<file path="src/rtl/branch_resolve_pkg.sv">
// ----------------------------------------------------------------------------
// branch_resolve_pkg
// Shared definitions for the execute-stage branch resolution unit and the
// fetch-side BTB that consumes its update port.
//   btb_iw()      : index width for a BTB of n entries
//   BTBNUM_DEF    : default BTB entry count
//   IW_DEF        : index width derived from BTBNUM_DEF
//   br_state_e    : resolve FSM encoding (RUN=0, REDIR=1)
//   btb_upd_t     : one BTB update beat, field-for-field the BTB write port
// ----------------------------------------------------------------------------
package branch_resolve_pkg;

  function automatic int btb_iw(input int n);
    return (n <= 1) ? 1 : $clog2(n);
  endfunction

  localparam int BTBNUM_DEF = 32;
  localparam int IW_DEF     = btb_iw(BTBNUM_DEF);

  typedef enum logic {
    RUN   = 1'b0,
    REDIR = 1'b1
  } br_state_e;

  typedef struct packed {
    logic              pre_right;
    logic              pre_error;
    logic              target_error;
    logic [31:0]       right_target;
    logic [31:0]       operate_pc;
    logic [IW_DEF-1:0] operate_index;
  } btb_upd_t;

endpackage

</file>
<file path="src/rtl/branch_resolve_if.sv">
// ----------------------------------------------------------------------------
// branch_resolve_if
// Bundles the resolved-branch input, the fetch-time prediction metadata, the
// BTB update pulses and the fetch redirect handshake.
//   modport master : EX / fetch side (drives resolve + prediction + ready)
//   modport slave  : branch_resolve (drives update pulses + redirect)
// ----------------------------------------------------------------------------
interface branch_resolve_if #(
  parameter int IW = branch_resolve_pkg::IW_DEF
) ();

  // Resolved branch from EX
  logic          br_valid;
  logic [31:0]   br_pc;
  logic          br_taken;
  logic [31:0]   br_target;
  // Prediction metadata carried from fetch
  logic          pre_en;
  logic          pre_taken;
  logic [31:0]   pre_target;
  logic [IW-1:0] pre_index;
  // BTB update port
  logic          pre_right;
  logic          pre_error;
  logic          target_error;
  logic [31:0]   right_target;
  logic [31:0]   operate_pc;
  logic [IW-1:0] operate_index;
  // Fetch redirect
  logic          redirect_valid;
  logic [31:0]   redirect_pc;
  logic          redirect_ready;

  modport master (
    output br_valid, br_pc, br_taken, br_target,
    output pre_en, pre_taken, pre_target, pre_index,
    output redirect_ready,
    input  pre_right, pre_error, target_error, right_target, operate_pc,
    input  operate_index, redirect_valid, redirect_pc
  );

  modport slave (
    input  br_valid, br_pc, br_taken, br_target,
    input  pre_en, pre_taken, pre_target, pre_index,
    input  redirect_ready,
    output pre_right, pre_error, target_error, right_target, operate_pc,
    output operate_index, redirect_valid, redirect_pc
  );

endinterface

</file>
<file path="src/rtl/branch_resolve.sv">
// ----------------------------------------------------------------------------
// branch_resolve
// Execute-stage branch resolution. Compares each resolved branch with the
// prediction made at fetch, emits one-cycle BTB update pulses, allocates BTB
// entries round-robin for taken branches that missed, and redirects fetch on
// a mispredict. While a redirect is pending every resolve is wrong-path and
// is dropped.
//
// Ports:
//   clk    : clock, rising edge
//   reset  : synchronous, active-high
//   bus    : branch_resolve_if.slave (resolve in, BTB update + redirect out)
//   stat_br_cnt / stat_mis_cnt : accepted / mispredicted resolve counters,
//            present only when BRANCH_STAT_EN is defined
//
// All update and redirect outputs come straight from registers, one cycle
// after the resolve is accepted.
// ----------------------------------------------------------------------------
module branch_resolve
  import branch_resolve_pkg::*;
#(
  parameter int BTBNUM = BTBNUM_DEF
) (
  input  logic                clk,
  input  logic                reset,
  branch_resolve_if.slave     bus
`ifdef BRANCH_STAT_EN
  ,
  output logic [31:0]         stat_br_cnt,
  output logic [31:0]         stat_mis_cnt
`endif
);

  localparam int IW = btb_iw(BTBNUM);

  br_state_e     state_q, state_d;
  btb_upd_t      upd_q, upd_d;
  logic [31:0]   redirect_pc_q, redirect_pc_d;
  logic [IW-1:0] alloc_ptr_q, alloc_ptr_d;

  // Mispredict compare: a BTB miss counts as a not-taken prediction.
  logic        ptk;
  logic        tgt_diff;
  logic        mis;
  logic        accept;
  logic [31:0] next_pc;

  assign ptk      = bus.pre_en & bus.pre_taken;
  assign tgt_diff = (bus.br_target != bus.pre_target);
  assign mis      = (bus.br_taken != ptk) | (bus.br_taken & ptk & tgt_diff);
  assign accept   = (state_q == RUN) & bus.br_valid;
  assign next_pc  = bus.br_taken ? bus.br_target : bus.br_pc + 32'd4;

  // NOTE: every signal assigned in this block gets a default first, so no
  // path can leave it unassigned and infer a latch.
  always_comb begin
    state_d       = state_q;
    upd_d         = '0;
    redirect_pc_d = redirect_pc_q;
    alloc_ptr_d   = alloc_ptr_q;

    unique case (state_q)
      RUN: begin
        if (accept) begin
          if (bus.pre_en) begin
            upd_d.pre_right     = ~mis;
            upd_d.pre_error     = mis;
            upd_d.target_error  = mis & bus.br_taken & tgt_diff;
            upd_d.operate_index = bus.pre_index;
          end else if (bus.br_taken) begin
            // Taken branch that missed in the BTB: claim the next entry.
            upd_d.pre_error     = 1'b1;
            upd_d.target_error  = 1'b1;
            upd_d.operate_index = IW_DEF'(alloc_ptr_q);
            alloc_ptr_d = (alloc_ptr_q == IW'(BTBNUM - 1)) ? '0
                                                           : alloc_ptr_q + 1'b1;
          end
          if (upd_d.pre_right | upd_d.pre_error) begin
            upd_d.right_target = bus.br_target;
            upd_d.operate_pc   = bus.br_pc;
          end
          if (mis) begin
            state_d       = REDIR;
            redirect_pc_d = next_pc;
          end
        end
      end
      REDIR: begin
        // Resolves seen here are wrong-path; only the handshake matters.
        if (bus.redirect_ready) state_d = RUN;
      end
      default: state_d = RUN;
    endcase
  end

  // NOTE: state registers use non-blocking assignments so every flop samples
  // the pre-edge values regardless of block ordering.
  always_ff @(posedge clk) begin
    if (reset) begin
      state_q       <= RUN;
      upd_q         <= '0;
      redirect_pc_q <= '0;
      alloc_ptr_q   <= '0;
    end else begin
      state_q       <= state_d;
      upd_q         <= upd_d;
      redirect_pc_q <= redirect_pc_d;
      alloc_ptr_q   <= alloc_ptr_d;
    end
  end

  assign bus.pre_right      = upd_q.pre_right;
  assign bus.pre_error      = upd_q.pre_error;
  assign bus.target_error   = upd_q.target_error;
  assign bus.right_target   = upd_q.right_target;
  assign bus.operate_pc     = upd_q.operate_pc;
  assign bus.operate_index  = upd_q.operate_index;
  assign bus.redirect_valid = (state_q == REDIR);
  assign bus.redirect_pc    = redirect_pc_q;

`ifdef BRANCH_STAT_EN
  logic [31:0] stat_br_q, stat_mis_q;

  always_ff @(posedge clk) begin
    if (reset) begin
      stat_br_q  <= '0;
      stat_mis_q <= '0;
    end else if (accept) begin
      stat_br_q <= stat_br_q + 32'd1;
      if (mis) stat_mis_q <= stat_mis_q + 32'd1;
    end
  end

  assign stat_br_cnt  = stat_br_q;
  assign stat_mis_cnt = stat_mis_q;
`endif

endmodule

</file>
<file path="src/flat_wrapper.sv">
// flat-port wrapper written by rule: the top's interface ports become plain ports
module branch_resolve_flat import branch_resolve_pkg::*;
#(
  parameter int BTBNUM = BTBNUM_DEF
)
  (clk, reset, bus_br_valid, bus_br_pc, bus_br_taken, bus_br_target, bus_pre_en, bus_pre_taken, bus_pre_target, bus_pre_index, bus_redirect_ready, bus_pre_right, bus_pre_error, bus_target_error, bus_right_target, bus_operate_pc, bus_operate_index, bus_redirect_valid, bus_redirect_pc);
  branch_resolve_if bus_i ();
  input  logic clk;
  input  logic reset;
  input wire logic [$bits(bus_i.br_valid)-1:0] bus_br_valid;
  input wire logic [$bits(bus_i.br_pc)-1:0] bus_br_pc;
  input wire logic [$bits(bus_i.br_taken)-1:0] bus_br_taken;
  input wire logic [$bits(bus_i.br_target)-1:0] bus_br_target;
  input wire logic [$bits(bus_i.pre_en)-1:0] bus_pre_en;
  input wire logic [$bits(bus_i.pre_taken)-1:0] bus_pre_taken;
  input wire logic [$bits(bus_i.pre_target)-1:0] bus_pre_target;
  input wire logic [$bits(bus_i.pre_index)-1:0] bus_pre_index;
  input wire logic [$bits(bus_i.redirect_ready)-1:0] bus_redirect_ready;
  output wire logic [$bits(bus_i.pre_right)-1:0] bus_pre_right;
  output wire logic [$bits(bus_i.pre_error)-1:0] bus_pre_error;
  output wire logic [$bits(bus_i.target_error)-1:0] bus_target_error;
  output wire logic [$bits(bus_i.right_target)-1:0] bus_right_target;
  output wire logic [$bits(bus_i.operate_pc)-1:0] bus_operate_pc;
  output wire logic [$bits(bus_i.operate_index)-1:0] bus_operate_index;
  output wire logic [$bits(bus_i.redirect_valid)-1:0] bus_redirect_valid;
  output wire logic [$bits(bus_i.redirect_pc)-1:0] bus_redirect_pc;
  assign bus_i.br_valid = bus_br_valid;
  assign bus_i.br_pc = bus_br_pc;
  assign bus_i.br_taken = bus_br_taken;
  assign bus_i.br_target = bus_br_target;
  assign bus_i.pre_en = bus_pre_en;
  assign bus_i.pre_taken = bus_pre_taken;
  assign bus_i.pre_target = bus_pre_target;
  assign bus_i.pre_index = bus_pre_index;
  assign bus_i.redirect_ready = bus_redirect_ready;
  assign bus_pre_right = bus_i.pre_right;
  assign bus_pre_error = bus_i.pre_error;
  assign bus_target_error = bus_i.target_error;
  assign bus_right_target = bus_i.right_target;
  assign bus_operate_pc = bus_i.operate_pc;
  assign bus_operate_index = bus_i.operate_index;
  assign bus_redirect_valid = bus_i.redirect_valid;
  assign bus_redirect_pc = bus_i.redirect_pc;
  branch_resolve #(.BTBNUM(BTBNUM)) u_core (.clk(clk), .reset(reset), .bus(bus_i));
endmodule
</file>
<file path="config.mk">
export PLATFORM = sky130hd
export DESIGN_NAME = branch_resolve_flat
export DESIGN_NICKNAME = d
export VERILOG_FILES = /design/src/rtl/branch_resolve_pkg.sv /design/src/rtl/branch_resolve_if.sv /design/src/rtl/branch_resolve.sv /design/src/flat_wrapper.sv
export SDC_FILE = /design/constraint.sdc
export NUM_CORES = 1
export LEC_CHECK = 0
export ABC_AREA = 1
export CORE_UTILIZATION = 39
export DETAILED_ROUTE_END_ITERATION = 10
export GPL_TIMING_DRIVEN = 0
export PLACE_DENSITY = 0.77
export SETUP_SLACK_MARGIN = 0.1
export SYNTH_ARGS = -nofsm -noshare
export SYNTH_HDL_FRONTEND = slang
export SYNTH_SLANG_ARGS = --single-unit
export TNS_END_PERCENT = 1
</file>
<file path="constraint.sdc">
create_clock -name clk -period 1.6 [get_ports clk]
set_input_delay 0.32 -clock clk [delete_from_list [all_inputs] [get_ports clk]]
set_output_delay 0.32 -clock clk [all_outputs]
set_load 0.05 [all_outputs]
</file>
# Word-level counts from Yosys, hierarchy flattened
# Cells that the tools add are included.
[totals] output_inout_bits=105 word_cells=46 ff_bits=110 in_bits=108
[op_classes] n_mux=15 n_bitwise=13 n_addsub=2 n_reduce_logical=4 n_eq_ne=3
[op_table] op="32-bit by 3-bit adder with 32-bit output (second input constant)" n=1
[op_table] op="32-bit 2-to-1 mux" n=1
[op_table] op="32-bit inequality test" n=1
[op_table] op="5-bit 2-to-1 mux" n=3
[op_table] op="2-bit 2-to-1 mux" n=4
[op_table] op="1-bit bitwise AND" n=6
[op_table] op="1-bit 2-to-1 mux" n=6
[op_table] op="5-bit by 1-bit adder with 5-bit output (second input constant)" n=1
[op_table] op="5-bit == test (second input constant)" n=1
[op_table] op="1-bit NOT" n=5
[op_table] op="4-bit AND reduction" n=1
[op_table] op="4-bit OR reduction" n=1
[op_table] op="3-bit AND reduction" n=1
[op_table] op="3-bit OR reduction" n=1
[op_table] op="1-bit OR" n=2
[op_table] op="1-bit one-hot mux with 2 select lines" n=1
[op_table] op="1-bit inequality test" n=1

# Depth between registers and ports, before layout
[logic_depth] depth_word=12 depth_mapped=15 mapped_depth_nobuf=14

# Worst setup path before layout
# Ideal clock, no wire load.
[synth_timing] path_kind="register to register" startpoint="register u_core.state_q, in the netlist u_core.bus.redirect_valid" endpoint="register u_core.upd_q (netlist bit u_core.bus.operate_pc[0])" path_buffers=2 arrival_ps=1569 required_ps=1474 path_slack_ps=-95 stages_incl_launch_ff=8 setup_ps=126 synth_period_minus_slack_ps=1695 path_cell_list="dfxtp_1 nor2_1 inv_1 nor2_1 o21ai_0 clkbuf_1 clkbuf_1 nor2_1"
[synth_via] elab_chain_cells=4
[synth_lines] item="start: declaration" line_no="branch_resolve.sv:36" text="br_state_e state_q, state_d;"
[synth_lines] item="start signal: assignment" line_no="branch_resolve.sv:105" text="state_q <= state_d;"
[synth_lines] item="1-bit NOT (no source line)"
[synth_lines] item="1-bit bitwise AND" line_no="branch_resolve.sv:51" text="assign accept = (state_q == RUN) & bus.br_valid;"
[synth_lines] item="1-bit NOT (no source line)"
[synth_lines] item="4-bit OR reduction (no source line) *"
[synth_lines] item="end signal: assignment" line_no="branch_resolve.sv:106" text="upd_q <= upd_d;"
[synth_lines] item="end: declaration" line_no="branch_resolve.sv:37" text="btb_upd_t upd_q, upd_d;"
# Mark *: on every way between the ends. The rest lies on a longest branch, timed or not.
# A chain may end at the register's enable or synchronous reset.

# Worst setup path after layout
[layout_timing] startpoint="input port bus_br_target[15]" endpoint="register u_core.upd_q (netlist bit u_core.bus.pre_error)"
[layout_via] elab_chain_cells=6
[layout_lines] item="start: declaration" line_no="flat_wrapper.sv:13" text="input wire logic [$bits(bus_i.br_target)-1:0] bus_br_target;"
[layout_lines] item="32-bit inequality test" line_no="branch_resolve.sv:49" text="assign tgt_diff = (bus.br_target != bus.pre_target);"
[layout_lines] item="1-bit bitwise AND" line_no="branch_resolve.sv:50" text="assign mis = (bus.br_taken != ptk) | (bus.br_taken & ptk & tgt_diff);"
[layout_lines] item="1-bit OR" line_no="branch_resolve.sv:50"
[layout_lines] item="2-bit 2-to-1 mux" line_no="branch_resolve.sv:65" text="if (bus.pre_en) begin"
[layout_lines] item="2-bit 2-to-1 mux" line_no="branch_resolve.sv:64" text="if (accept) begin"
[layout_lines] item="2-bit 2-to-1 mux" line_no="branch_resolve.sv:62" text="unique case (state_q)"
# Every way passes these cells. The select of a mux whose other input is x is not followed.

==> run metrics <==
crit-path cells=buf_2 -> xnor2_1 -> nand2_1 -> nor2_1 -> nand2_1 -> nor2_4 -> nand2_2 -> nand2_2 -> nand2_4 -> buf_8 -> buf_12 -> o21bai_1 -> inv_1; top cells by count, synth=182 x nand2_1, 165 x nor2_1, 112 x inv_1, 110 x dfxtp_1, 30 x nand3_1; Post-synth ARST share=0%; Layout Area Growth over Synthesis=54.9%; hold_sp=bus_br_target[0]; most common cell in the netlist=nand2_1; Buffers on Ports=approximately 210; status=complete, no violations; Yosys cell types=29; Post-synth EDFFs=0; vias in the first global route=5272; critical path class=in2reg; first-pass GRT wire length=around 27000 um; CTS tree=done; Worst Path Buf+Inv=4; crit start category=input port; Initial DRC Count=~320; Final Power=approximately 7200 uW; Mean Syn Cell Area=6.70 um2; final instance area=around 8000 um2; Crit. End Element=flip-flop; Worst R2R End=u_core.alloc_ptr_q[4]; # DRC=0; num rows=just over 40; I/O pin cnt=roughly 210; Synth Cell Area=5170 um2; highest clock rate=roughly 640 MHz; end of the worst hold path=u_core.bus.right_target[0]; Critical R2R Launch=u_core.alloc_ptr_q[1]; Final Hold Fails=0; Yosys reg bits=110; router iterations before antenna repair=5; slowest CP cell=o21bai_1; synthesized net count=between 800 and 900; Core Region=around 13000 um2; Seq/Total Area, Yosys=~43%; placed inst area=between 7000 and 8000 um2; H-tree levels=3; number of max-cap violations=0; GRT Util Overall=around a quarter; fin crit share=between 90% and 100%; hold crit path type=in2reg; maximum vdd ir drop=0.000766 V; initial antenna violation count=0; drt total wl=roughly 19000 um; count of pins over their slew limit=0; Post-Synthesis Cells=just under 800; ranking of synthesized cells by area=dfxtp_1 43%, nand2_1 13%, nor2_1 12%; CTS root buf=clkbuf_16; number of diodes=0; main flop type after synthesis=dfxtp_1; chip height=between 100 and 150 um; worst slew pin tran=around 0.53 ns; Synth Warn #=0; final setup vio count=0; r2r setup slk=between 0.2 and 0.25 ns; Final Wtd Congestion=around 0.9; final hold slack=between 0.15 and 0.2 ns; initial core utilization=between 40% and 50%; RSZ-0062 raised after global routing=yes; WP data required=roughly 1.9 ns; largest net degree at the start of global routing=18; crit path DAT=between 1.5 and 2 ns; Largest stage delay, worst path=0.17 ns; DRT antenna net count=0; Worst Clk Skew=about 0.0059 ns; clk_lat worst skew=approximately 0.36 ns; clock slew at reported path FFs=~0.07 ns; share of layout cells above drive strength 1=about 36%; dpl hpwl=13200 um; Final min period=1.56 ns; worst-case reg-to-reg path depth=6; hold path cells=3; worst-path maximum fanout=10; Yosys top cell by area=dfxtp_1; Power Density=between 800 and 900 nW/um2; Critical Path Source=bus_br_target[15]; Synth top area share=between 40 and 50%; total global routing overflow=0; CTS buffer count=9; die footprint=between 10000 and 15000 um2; routed via count=between 5000 and 6000; drt wl/cell=15.6 um; DR vias/cell=between 4 and 5; CTS Buffer Depth=2; delay-heaviest family, CP=simple AND/OR/NAND/NOR gates; Pleak=0.00414 uW; Worst slew margin=about 65%; clock sink count=110; nets=roughly 1100; die width=117 um
kinds of logic after synthesis:
logic type,count (synthesis),synth area share [%]
simple gates,410,32.1
buf+inv,150,11.7
flops,110,42.6
compound gates,61,6.51
xor+xnor,36,6.10
fa+ha+maj,4,0.968
worst max path at each step:
stage	slack, ns	to	cells past startpoint
floorplan	0.06	u_core.bus.redirect_pc[28]	11
global placement	-1.0	u_core.bus.right_target[30]	6
detailed placement	-1.01	u_core.bus.right_target[4]	6
CTS	0.02	bus_redirect_pc[26]	1
global route	-0.04	u_core.bus.redirect_pc[28]	12
finish	0.04	u_core.bus.pre_error	13
worst register-to-register path, stage by stage, from the launching register on:
cell	delay, ns
dfxtp_1	0.41
ha_1	0.20
inv_1	0.05
nor3_1	0.14
ha_1	0.25
o21ai_0	0.17
nor2_1	0.05
sequential cells by signal, indices dropped and copies added, names as in the netlist:
signal                     flops
u_core.alloc_ptr_q             5
u_core.bus.operate_index       5
u_core.bus.operate_pc         32
u_core.bus.pre_error           1
u_core.bus.pre_right           1
u_core.bus.redirect_pc        32
u_core.bus.redirect_valid      1
u_core.bus.right_target       32
u_core.bus.target_error        1
final cells by class:
class,count,area (um2)
plain buffers,28,254
clock buffers,9,225
clock inverters,6,63.8
fillers,1173,4770
inverters,122,469
multi-input cells,512,2950
flip-flops and latches,110,2200
well taps,172,215
repair buffers,232,1630
per-stage QoR:
step,std cells,setup TNS (ns),utilization [%],setup slack [ns]
finish,1191,0,62.7,0.0414
global route,1191,-0.0650,62.7,-0.0387
CTS,1184,0,62.0,0.0242
detailed placement,1154,-88.67,58.7,-1.01
global placement,1154,-85.88,58.7,-0.997
floorplan,771,0,-,0.0627
routing by layer:
metal  track usage (%)  wire length, um
met1              31.7             7580
met2              46.4             9110
met3              6.95             1380
met4              9.54              465
met5                 0                0
cells in the final DEF (no fill, tap or decap), types with 19 or more instances in the layout:
cell type / Yosys / final
nand2_2: 3 / 37
buf_2: 3 / 33
dfxtp_1: 110 / 109
nor2_1: 165 / 138
buf_4: 0 / 19
o21ai_0: 27 / 21
inv_1: 112 / 103
nand2_1: 182 / 139
nor2_2: 4 / 20
clkbuf_2: 0 / 121
nand3_1: 30 / 23
timing repair:
item,CTS,global route
hold buffers,0,0
pin swaps,79,104
setup buffers,13,7
resized for setup,444,369
endpoints found under the setup margin,215,195
gates cloned,2,1
where the power goes:
group,switching [uW],internal (uW)
clock,1030,1200
combinational,1320,692
sequential,67.0,2890
total,2420,4780
(Power assumes the default switching activity.)
